--- src/rtl/mem_access_ctrl_pkg.sv ---
// Shared definitions for the memory-stage access controller.
//   state_e     : controller FSM states
//   MTR_*       : MemtoReg writeback source encodings
//   misaligned  : word-alignment test on a byte address
package mem_access_ctrl_pkg;

  typedef enum logic [1:0] {
    S_IDLE = 2'd0,
    S_WAIT = 2'd1,
    S_DONE = 2'd2
  } state_e;

  localparam logic [1:0] MTR_ALU = 2'b00;
  localparam logic [1:0] MTR_MEM = 2'b01;
  localparam logic [1:0] MTR_PC4 = 2'b10;

  function automatic logic misaligned(input logic [31:0] addr);
    return addr[1:0] != 2'b00;
  endfunction

endpackage

--- src/rtl/mem_access_ctrl_timeout_ctr.sv ---
// Wait-cycle counter for an outstanding memory access.
//   clk, rst : clock, async active-low reset
//   clear    : zero the count (held while no access is waiting)
//   enable   : count one more unanswered wait cycle
//   expired  : count has reached TIMEOUT-1; the current wait cycle is the last
// The count never passes TIMEOUT-1, so it cannot wrap.
module mem_timeout_ctr
  import mem_access_ctrl_pkg::*;
#(
  parameter int TIMEOUT = 16
) (
  input  logic clk,
  input  logic rst,
  input  logic clear,
  input  logic enable,
  output logic expired
);

  localparam int CW = $clog2(TIMEOUT + 1);
  localparam logic [CW-1:0] LAST = CW'(TIMEOUT - 1);

  logic [CW-1:0] count;

  always_ff @(posedge clk or negedge rst) begin
    if (!rst)                     count <= '0;
    else if (clear)               count <= '0;
    else if (enable && !expired)  count <= count + 1'b1;
  end

  assign expired = (count == LAST);

endmodule

--- src/rtl/mem_access_ctrl.sv ---
// Memory-stage access controller between EX_MEM and MEM_WB.
//   clk, rst             : clock, async active-low reset (also zeroes all outputs)
//   *_in                 : EX_MEM control / data fields
//   dmem_*               : variable-latency data memory request / response
//   *_out                : MEM_WB fields; RegWrite_out = 0 marks a bubble
//   mem_stall            : freeze the front of the pipeline
//   mem_error            : one-cycle pulse on misalignment or timeout
// State is registered; outputs are a combinational mux of state and current
// inputs so that zero-wait accesses and plain ALU ops add no latency.
module mem_access_ctrl
  import mem_access_ctrl_pkg::*;
#(
  parameter int TIMEOUT = 16
) (
  input  logic        clk,
  input  logic        rst,
  input  logic        MemRead_in,
  input  logic        MemWrite_in,
  input  logic        RegWrite_in,
  input  logic [1:0]  MemtoReg_in,
  input  logic [31:0] ALU_result_in,
  input  logic [31:0] write_data_in,
  input  logic [4:0]  EX_MEM_RegisterRd_in,
  output logic        dmem_req,
  output logic        dmem_we,
  output logic [31:0] dmem_addr,
  output logic [31:0] dmem_wdata,
  input  logic        dmem_ready,
  input  logic [31:0] dmem_rdata,
  output logic [31:0] D_MEM_read_data_out,
  output logic [31:0] D_MEM_read_addr_out,
  output logic [4:0]  MEM_WB_RegisterRd_out,
  output logic        RegWrite_out,
  output logic [1:0]  MemtoReg_out,
  output logic        mem_stall,
  output logic        mem_error
);

  state_e      state;
  logic [31:0] rdata_q;
  logic        err_q;
  logic        expired;

  logic mem_op, mis, is_load;
  assign mem_op  = MemRead_in | MemWrite_in;
  assign mis     = misaligned(ALU_result_in);
  // Read+write together is illegal and handled as a store.
  assign is_load = MemRead_in & ~MemWrite_in;

  mem_timeout_ctr #(.TIMEOUT(TIMEOUT)) u_ctr (
    .clk     (clk),
    .rst     (rst),
    .clear   (state != S_WAIT),
    .enable  ((state == S_WAIT) && !dmem_ready),
    .expired (expired)
  );

  always_ff @(posedge clk or negedge rst) begin
    if (!rst) begin
      state   <= S_IDLE;
      rdata_q <= '0;
      err_q   <= 1'b0;
    end else begin
      case (state)
        S_IDLE: begin
          err_q <= 1'b0;
          if (mem_op && !mis && !dmem_ready) state <= S_WAIT;
        end
        S_WAIT: begin
          // Ready on the final wait cycle still wins over the timeout.
          if (dmem_ready) begin
            rdata_q <= dmem_rdata;
            err_q   <= 1'b0;
            state   <= S_DONE;
          end else if (expired) begin
            rdata_q <= '0;
            err_q   <= 1'b1;
            state   <= S_DONE;
          end
        end
        S_DONE: begin
          err_q <= 1'b0;
          state <= S_IDLE;
        end
        default: state <= S_IDLE;
      endcase
    end
  end

  always_comb begin
    dmem_req              = 1'b0;
    dmem_we               = 1'b0;
    dmem_addr             = '0;
    dmem_wdata            = '0;
    D_MEM_read_data_out   = '0;
    D_MEM_read_addr_out   = '0;
    MEM_WB_RegisterRd_out = '0;
    RegWrite_out          = 1'b0;
    MemtoReg_out          = '0;
    mem_stall             = 1'b0;
    mem_error             = 1'b0;
    // Reset low gates every output, including a request in flight.
    if (rst) begin
      dmem_we               = MemWrite_in;
      dmem_addr             = {ALU_result_in[31:2], 2'b00};
      dmem_wdata            = write_data_in;
      D_MEM_read_addr_out   = ALU_result_in;
      MEM_WB_RegisterRd_out = EX_MEM_RegisterRd_in;
      MemtoReg_out          = MemtoReg_in;
      case (state)
        S_IDLE: begin
          if (!mem_op) begin
            RegWrite_out = RegWrite_in;
          end else if (mis) begin
            mem_error = 1'b1;
          end else begin
            dmem_req = 1'b1;
            if (dmem_ready) begin
              RegWrite_out        = RegWrite_in;
              D_MEM_read_data_out = is_load ? dmem_rdata : 32'h0;
            end else begin
              mem_stall = 1'b1;
            end
          end
        end
        S_WAIT: begin
          dmem_req  = 1'b1;
          mem_stall = 1'b1;
        end
        S_DONE: begin
          D_MEM_read_data_out = rdata_q;
          RegWrite_out        = RegWrite_in & ~err_q;
          mem_error           = err_q;
        end
        default: ;
      endcase
    end
  end

endmodule

--- config.mk ---
export PLATFORM = sky130hd
export DESIGN_NAME = mem_access_ctrl
export DESIGN_NICKNAME = d
export VERILOG_FILES = /design/src/rtl/mem_access_ctrl_pkg.sv /design/src/rtl/mem_access_ctrl_timeout_ctr.sv /design/src/rtl/mem_access_ctrl.sv
export SDC_FILE = /design/constraint.sdc
export NUM_CORES = 1
export LEC_CHECK = 0
export ABC_AREA = 1
export BUFFER_PORTS_ARGS = -buffer_cell sky130_fd_sc_hd__buf_4
export CAP_MARGIN = 20
export CORE_AREA = 2 2 95 97
export CTS_BUF_LIST = sky130_fd_sc_hd__clkbuf_16
export DETAILED_ROUTE_END_ITERATION = 10
export DIE_AREA = 0 0 97 99
export PLACE_DENSITY = 0.77
export RECOVER_POWER = 50
export SETUP_SLACK_MARGIN = 0.5
export SYNTH_ARGS = -nofsm -noshare
export SYNTH_HDL_FRONTEND = slang
export SYNTH_SLANG_ARGS = --single-unit
--- constraint.sdc ---
create_clock -name clk -period 1.9 [get_ports clk]
set_input_delay 0.19 -clock clk [delete_from_list [all_inputs] [get_ports clk]]
set_output_delay 0.19 -clock clk [all_outputs]
set_load 0.02 [all_outputs]
==> flow_summary.yaml, run 1 <==
die:
  rows: 34
  die-area_um2: 9603
  die_w_um: 97
  initial_utilization_pct: 38.03
  core-area_um2: 8551
  fp.dieH_um: 99
  io_pins: 249
detailed_routing:
  drcViolationCount: 0
  routedWlPerCell_um: 16.85
  drtIter0Drc: 307
  drt-total-wl_mm: 14.63
  vias_per_cell: 4.998
  antenna_left: 0
  via_count: 4338
  dr.pass1.iters: 5
critical_path:
  path_cells: "nor2_4, buf_12, clkbuf_16, nand3_1, a21oi_4, buf_4"
  max_stage_delay_ns: 0.45
  required_ns: 1.71
  critPathMaxFanout: 8
  path_class: "flop to primary output"
  cp-start-kind: "flop"
  r2r_setup_slack_ns: 0.16
  cp_slowest_cell: "dfrtp_2"
  cp.arrival_ns: 1.63
  endpoint_kind: "primary output"
clock_tree:
  clock_latency_ns: 0.29
  clockBufferDepth: 2
  htreeDepth: 2
  clkTransAtPathRegs_ns: 0.06
  cts_buffers: 5
  cts_tree: "yes"
  cts_root_buf: "clkbuf_16"
  clock-sinks: 40
yosys:
  synth_xor_xnor_area_share_pct: 0.2693
  yosysWarnings: 0
  synth_top_family_by_area: "simple AND/OR/NAND/NOR gates"
  synthAdderAreaFrac_pct: 0.7695
  synth.avg_cell_area_um2: 6.101
  synthMuxAreaShare_pct: 0
  ys_seq_elements: 40
  syn_inst: 533
  netlist_area_um2: 3252
  synth-compound-area-share_pct: 12.00
  ys_seq_area_share_pct: 30.78
  synth_cell_types: 26
  yosys.area_share.simple_pct: 33.51
pwr:
  power_leakage_nw: 3.134
  vdd_drop_max_uv: 441.4
  cellPowerDensity_nw_per_um2: 576.3
  p_total_mw: 3.492
placed_design:
  placed_area_um2: 5321
  dp_hpwl_mm: 8.928
  dpl_worst_slack_ns: 0.1493
  numPortBuffers: 246
  dp_cells: 832
  gp_congestion: 0.9124
layout:
  most-common-layout-cells: "buf_4 (176), nand2_1 (157), inv_1 (79)"
  finalNetCount: 870
  final_common_cell: "buf_4"
  layout.cells.non_filler: 868
  final_area_um2: 6060
  drive_gt1_share_pct: 43.95
  fin_util_pct: 70.87
  area_delta_synth_final_pct: 86.34
  num_antenna_cells: 0
  fillers: 681
timing:
  finalHoldViolCount: 0
  skew_ns: 0.005004
  setup_tns_ns: 0
  hold_slack_ns: 0.1517
  period_share_pct: 95.89
  max_freq_mhz: 548.9
  rsz0062_at_grt: "true"
  slew_violations: 0
  setup_ws_ns: 0.07808
  min_period_ns: 1.822
  setup_viol: 0
global_route:
  track_usage_pct: 26.75
  overflow: 0
  grt_pass1_vias: 4139
  grt_first_pass_wirelength_mm: 20.94
  antenna_found_initial: 0
  grt_max_degree: 66
worst_hold_path:
  hold_class: "input port to asynchronous set/reset pin"
run_status:
  status: "finished clean"
flow_run:
  maxCapViolCount: 0
[registers in the layout, indices dropped and copies added, names as in the netlist]
register and flops:
rdata_q 32, u_ctr.count 5, state 2, err_q 1
[worst max-delay path: cells and delay by family (launching register included)]
family,cells,cell delay [ns]
flops,1,0.45
buf+inv,3,0.45
compound gates,1,0.15
simple gates,2,0.28
[power by group]
group | internal [mW] | switching [mW] | total, mW
Clock | 0.482 | 0.354 | 0.836
Combinational | 0.643 | 0.800 | 1.44
Sequential | 1.03 | 0.185 | 1.21
[cell usage after synthesis]
cell type / count / area share, %
buf_4: 35 / 8.1
nand3_1: 36 / 5.5
o21ai_1: 17 / 2.6
buf_1: 3 / 0.35
o21ai_0: 12 / 1.8
ha_1: 2 / 0.77
nand2_1: 185 / 21
xnor2_1: 1 / 0.27
inv_2: 2 / 0.23
dfrtp_1: 40 / 31
inv_1: 81 / 9.3
or2_2: 1 / 0.19
clkinv_1: 1 / 0.12
o22ai_1: 1 / 0.19
clkbuf_1: 12 / 1.4
buf_6: 3 / 1.0
o21ai_2: 5 / 1.3
nor2_2: 2 / 0.38
nor2_1: 36 / 4.2
a21oi_1: 39 / 6.0
nand2_4: 1 / 0.35
buf_2: 13 / 2.0
nor2_4: 2 / 0.69
nand3b_1: 1 / 0.23
nor2_8: 1 / 0.62
conb_1: 1 / 0.12
[cell families after synthesis]
family                     Yosys count
and+or+nand+nor                    265
buffers and inverters              150
AOI/OAI and AO/OA                   74
DFF                                 40
adders and majority gates            2
xor gates and xnor gates             1
other                                1
[final timing paths]
check                                            from                       to  cells after the start
min reg2reg                   rdata_q[26]$_DFFE_PN0P_  rdata_q[26]$_DFFE_PN0P_                      2
max reg2reg                u_ctr.count[1]$_DFFE_PN0P_   rdata_q[5]$_DFFE_PN0P_                     11
max                              state[0]$_DFFE_PN0P_  D_MEM_read_data_out[28]                      6
min                                               rst   rdata_q[3]$_DFFE_PN0P_                      2
max in group asynchronous                         rst     state[1]$_DFFE_PN0P_                      2
min in group clk                       dmem_rdata[22]  rdata_q[22]$_DFFE_PN0P_                      3
[repair_timing]
action | CTS | global route
resized for setup | 71 | 56
setup endpoints to repair | 76 | 78
buffers inserted | 8 | 7
cloned | 9 | 4
endpoints found under the hold margin | 40 | 40
pin swaps | 8 | 9
[final cells by class]
type                       instances  area [µm²]  share of cell area (%)
tap                              108       135.1                   2.230
clock buffer                       5       125.1                   2.065
multi-input combinational        347        2235                   36.88
timing repair buffer             281        2220                   36.63
sequential                        40        1003                   16.56
inverter                          84       322.8                   5.327
clock inverter                     3       18.77                  0.3097
[layer usage]
layer,up-vias,wire length (µm),GRT usage (%)
li1,2033,-,-
met1,2030,5508,33.50
met2,251,7205,43.80
met3,24,1605,8.794
met4,0,308,8.776
met5,-,0,0
No activity file was read; power rests on OpenSTA's default activity.
==> run 2: changes to the inputs <==
Settings changed: SETUP_SLACK_MARGIN 0.5 to default.
==> flow_summary.yaml, run 2 (synthesis results as in run 1) <==
run_status:
  status: "finished clean"
layout:
  drive_gt1_share_pct: 30.15
  final_area_um2: 5022
  reg_top3: "rdata_q (32), u_ctr.count (5), state (2)"
  largest_reg_flops: 32
  finalNetCount: 854
  area_delta_synth_final_pct: 54.44
  most-common-layout-cells: "buf_4 (194), nand2_1 (185), inv_1 (81)"
  top_register: "rdata_q"
  final_common_cell: "buf_4"
  num_antenna_cells: 0
  fin_util_pct: 58.74
  fillers: 852
detailed_routing:
  antenna_left: 0
  routedWlPerCell_um: 13.75
  drt-total-wl_mm: 11.70
  vias_per_cell: 4.638
  drtIter0Drc: 205
  dr.pass1.iters: 4
  drcViolationCount: 0
  via_count: 3947
clock_tree:
  cts_root_buf: "clkbuf_16"
  cts_tree: "yes"
  htreeDepth: 2
  clock-sinks: 40
  cts_buffers: 5
  clkTransAtPathRegs_ns: 0.05
  clockBufferDepth: 2
  clock_latency_ns: 0.28
pwr:
  vdd_drop_max_uv: 394.4
  power_leakage_nw: 2.897
  cellPowerDensity_nw_per_um2: 644.4
  p_total_mw: 3.236
flow_run:
  maxCapViolCount: 0
timing:
  min_period_ns: 1.788
  slew_violations: 0
  max-slew-margin-rel_pct: 44.72
  skew_ns: 0.002348
  hold_slack_ns: 0.1927
  worst_slew_pin_slew_ns: 0.8292
  finalHoldViolCount: 0
  setup_viol: 0
  max_freq_mhz: 559.3
  period_share_pct: 94.10
placed_design:
  dp_hpwl_mm: 9.025
  gp_congestion: 0.8359
  placed_area_um2: 4982
  numPortBuffers: 246
worst_hold_path:
  hp-start: "dmem_rdata[3]"
  hold_class: "input port to flop"
critical_path:
  path_class: "flop to primary output"
  crit_start: "state[1]$_DFFE_PN0P_"
  required_ns: 1.71
  critPathMaxFanout: 15
  cp.arrival_ns: 1.60
  r2r_start: "u_ctr.count[0]$_DFFE_PN0P_"
  endpoint_kind: "primary output"
  cp-start-kind: "flop"
global_route:
  grt_first_pass_wirelength_mm: 18.16
  overflow: 0
  grt_pass1_vias: 3733
  track_usage_pct: 22.89
  grt_max_degree: 50
  antenna_found_initial: 0
die:
  core-area_um2: 8551
  die-area_um2: 9603
  fp.dieH_um: 99
  die_w_um: 97
  io_pins: 249
  rows: 34
  initial_utilization_pct: 38.03
run 2: layer usage:
metal / up-vias / track usage, % / share of wire, %
li1: 1989 / - / -
met2: 148 / 41.13 / 51
met5: - / 0 / 0
met3: 9 / 5.035 / 7.3
met4: 0 / 4.117 / 0.72
met1: 1801 / 28.57 / 41
run 2: per-stage QoR:
step / setup WS (ns) / instances / setup TNS, ns
global route: -0.003125 / 851 / -0.003125
floorplan: 0.3012 / 534 / 0
CTS: 0.02787 / 845 / 0
finish: 0.1121 / 851 / 0
global placement: 0.2469 / 837 / 0
detailed placement: 0.1263 / 837 / 0
run 2: critical path, cell delays in order (launching register included):
cell and delay [ns]:
dfrtp_2 0.47, nor2_4 0.18, buf_4 0.24, nand3_1 0.09, a21oi_1 0.17, buf_4 0.17
run 2: worst paths after layout:
kind	to	slack, ns	cells after the start
hold reg to reg	rdata_q[6]$_DFFE_PN0P_	0.49	2
hold / removal	rdata_q[3]$_DFFE_PN0P_	0.19	3
max in group asynchronous	state[1]$_DFFE_PN0P_	0.61	3
setup / recovery	D_MEM_read_data_out[18]	0.11	5
setup reg to reg	rdata_q[18]$_DFFE_PN0P_	0.16	9
min in group asynchronous	rdata_q[16]$_DFFE_PN0P_	0.27	2
run 2: final cells by class:
cell class	instances	area, µm²	share of cell area [%]
timing repair buffer	268	1856	36.95
multi-input combinational	344	1529	30.44
sequential	40	1002	19.96
inverter	84	315.3	6.278
tap	108	135.1	2.691
clock buffer	5	125.1	2.491
clock inverter	2	60.06	1.196
run 2: repair_timing:
item / CTS / global route
hold buffers: 1 / 0
gates cloned: 0 / 2
resized for setup: 1 / 3
hold endpoints to repair: 40 / 0
pin swaps: 0 / 2
buffers inserted: 0 / 4
setup endpoints to repair: 25 / 46
run 2: report_power, final:
part	switching (mW)	internal, mW	total, mW
combinational	0.596	0.434	1.03
clock	0.317	0.744	1.06
sequential	0.117	1.03	1.14
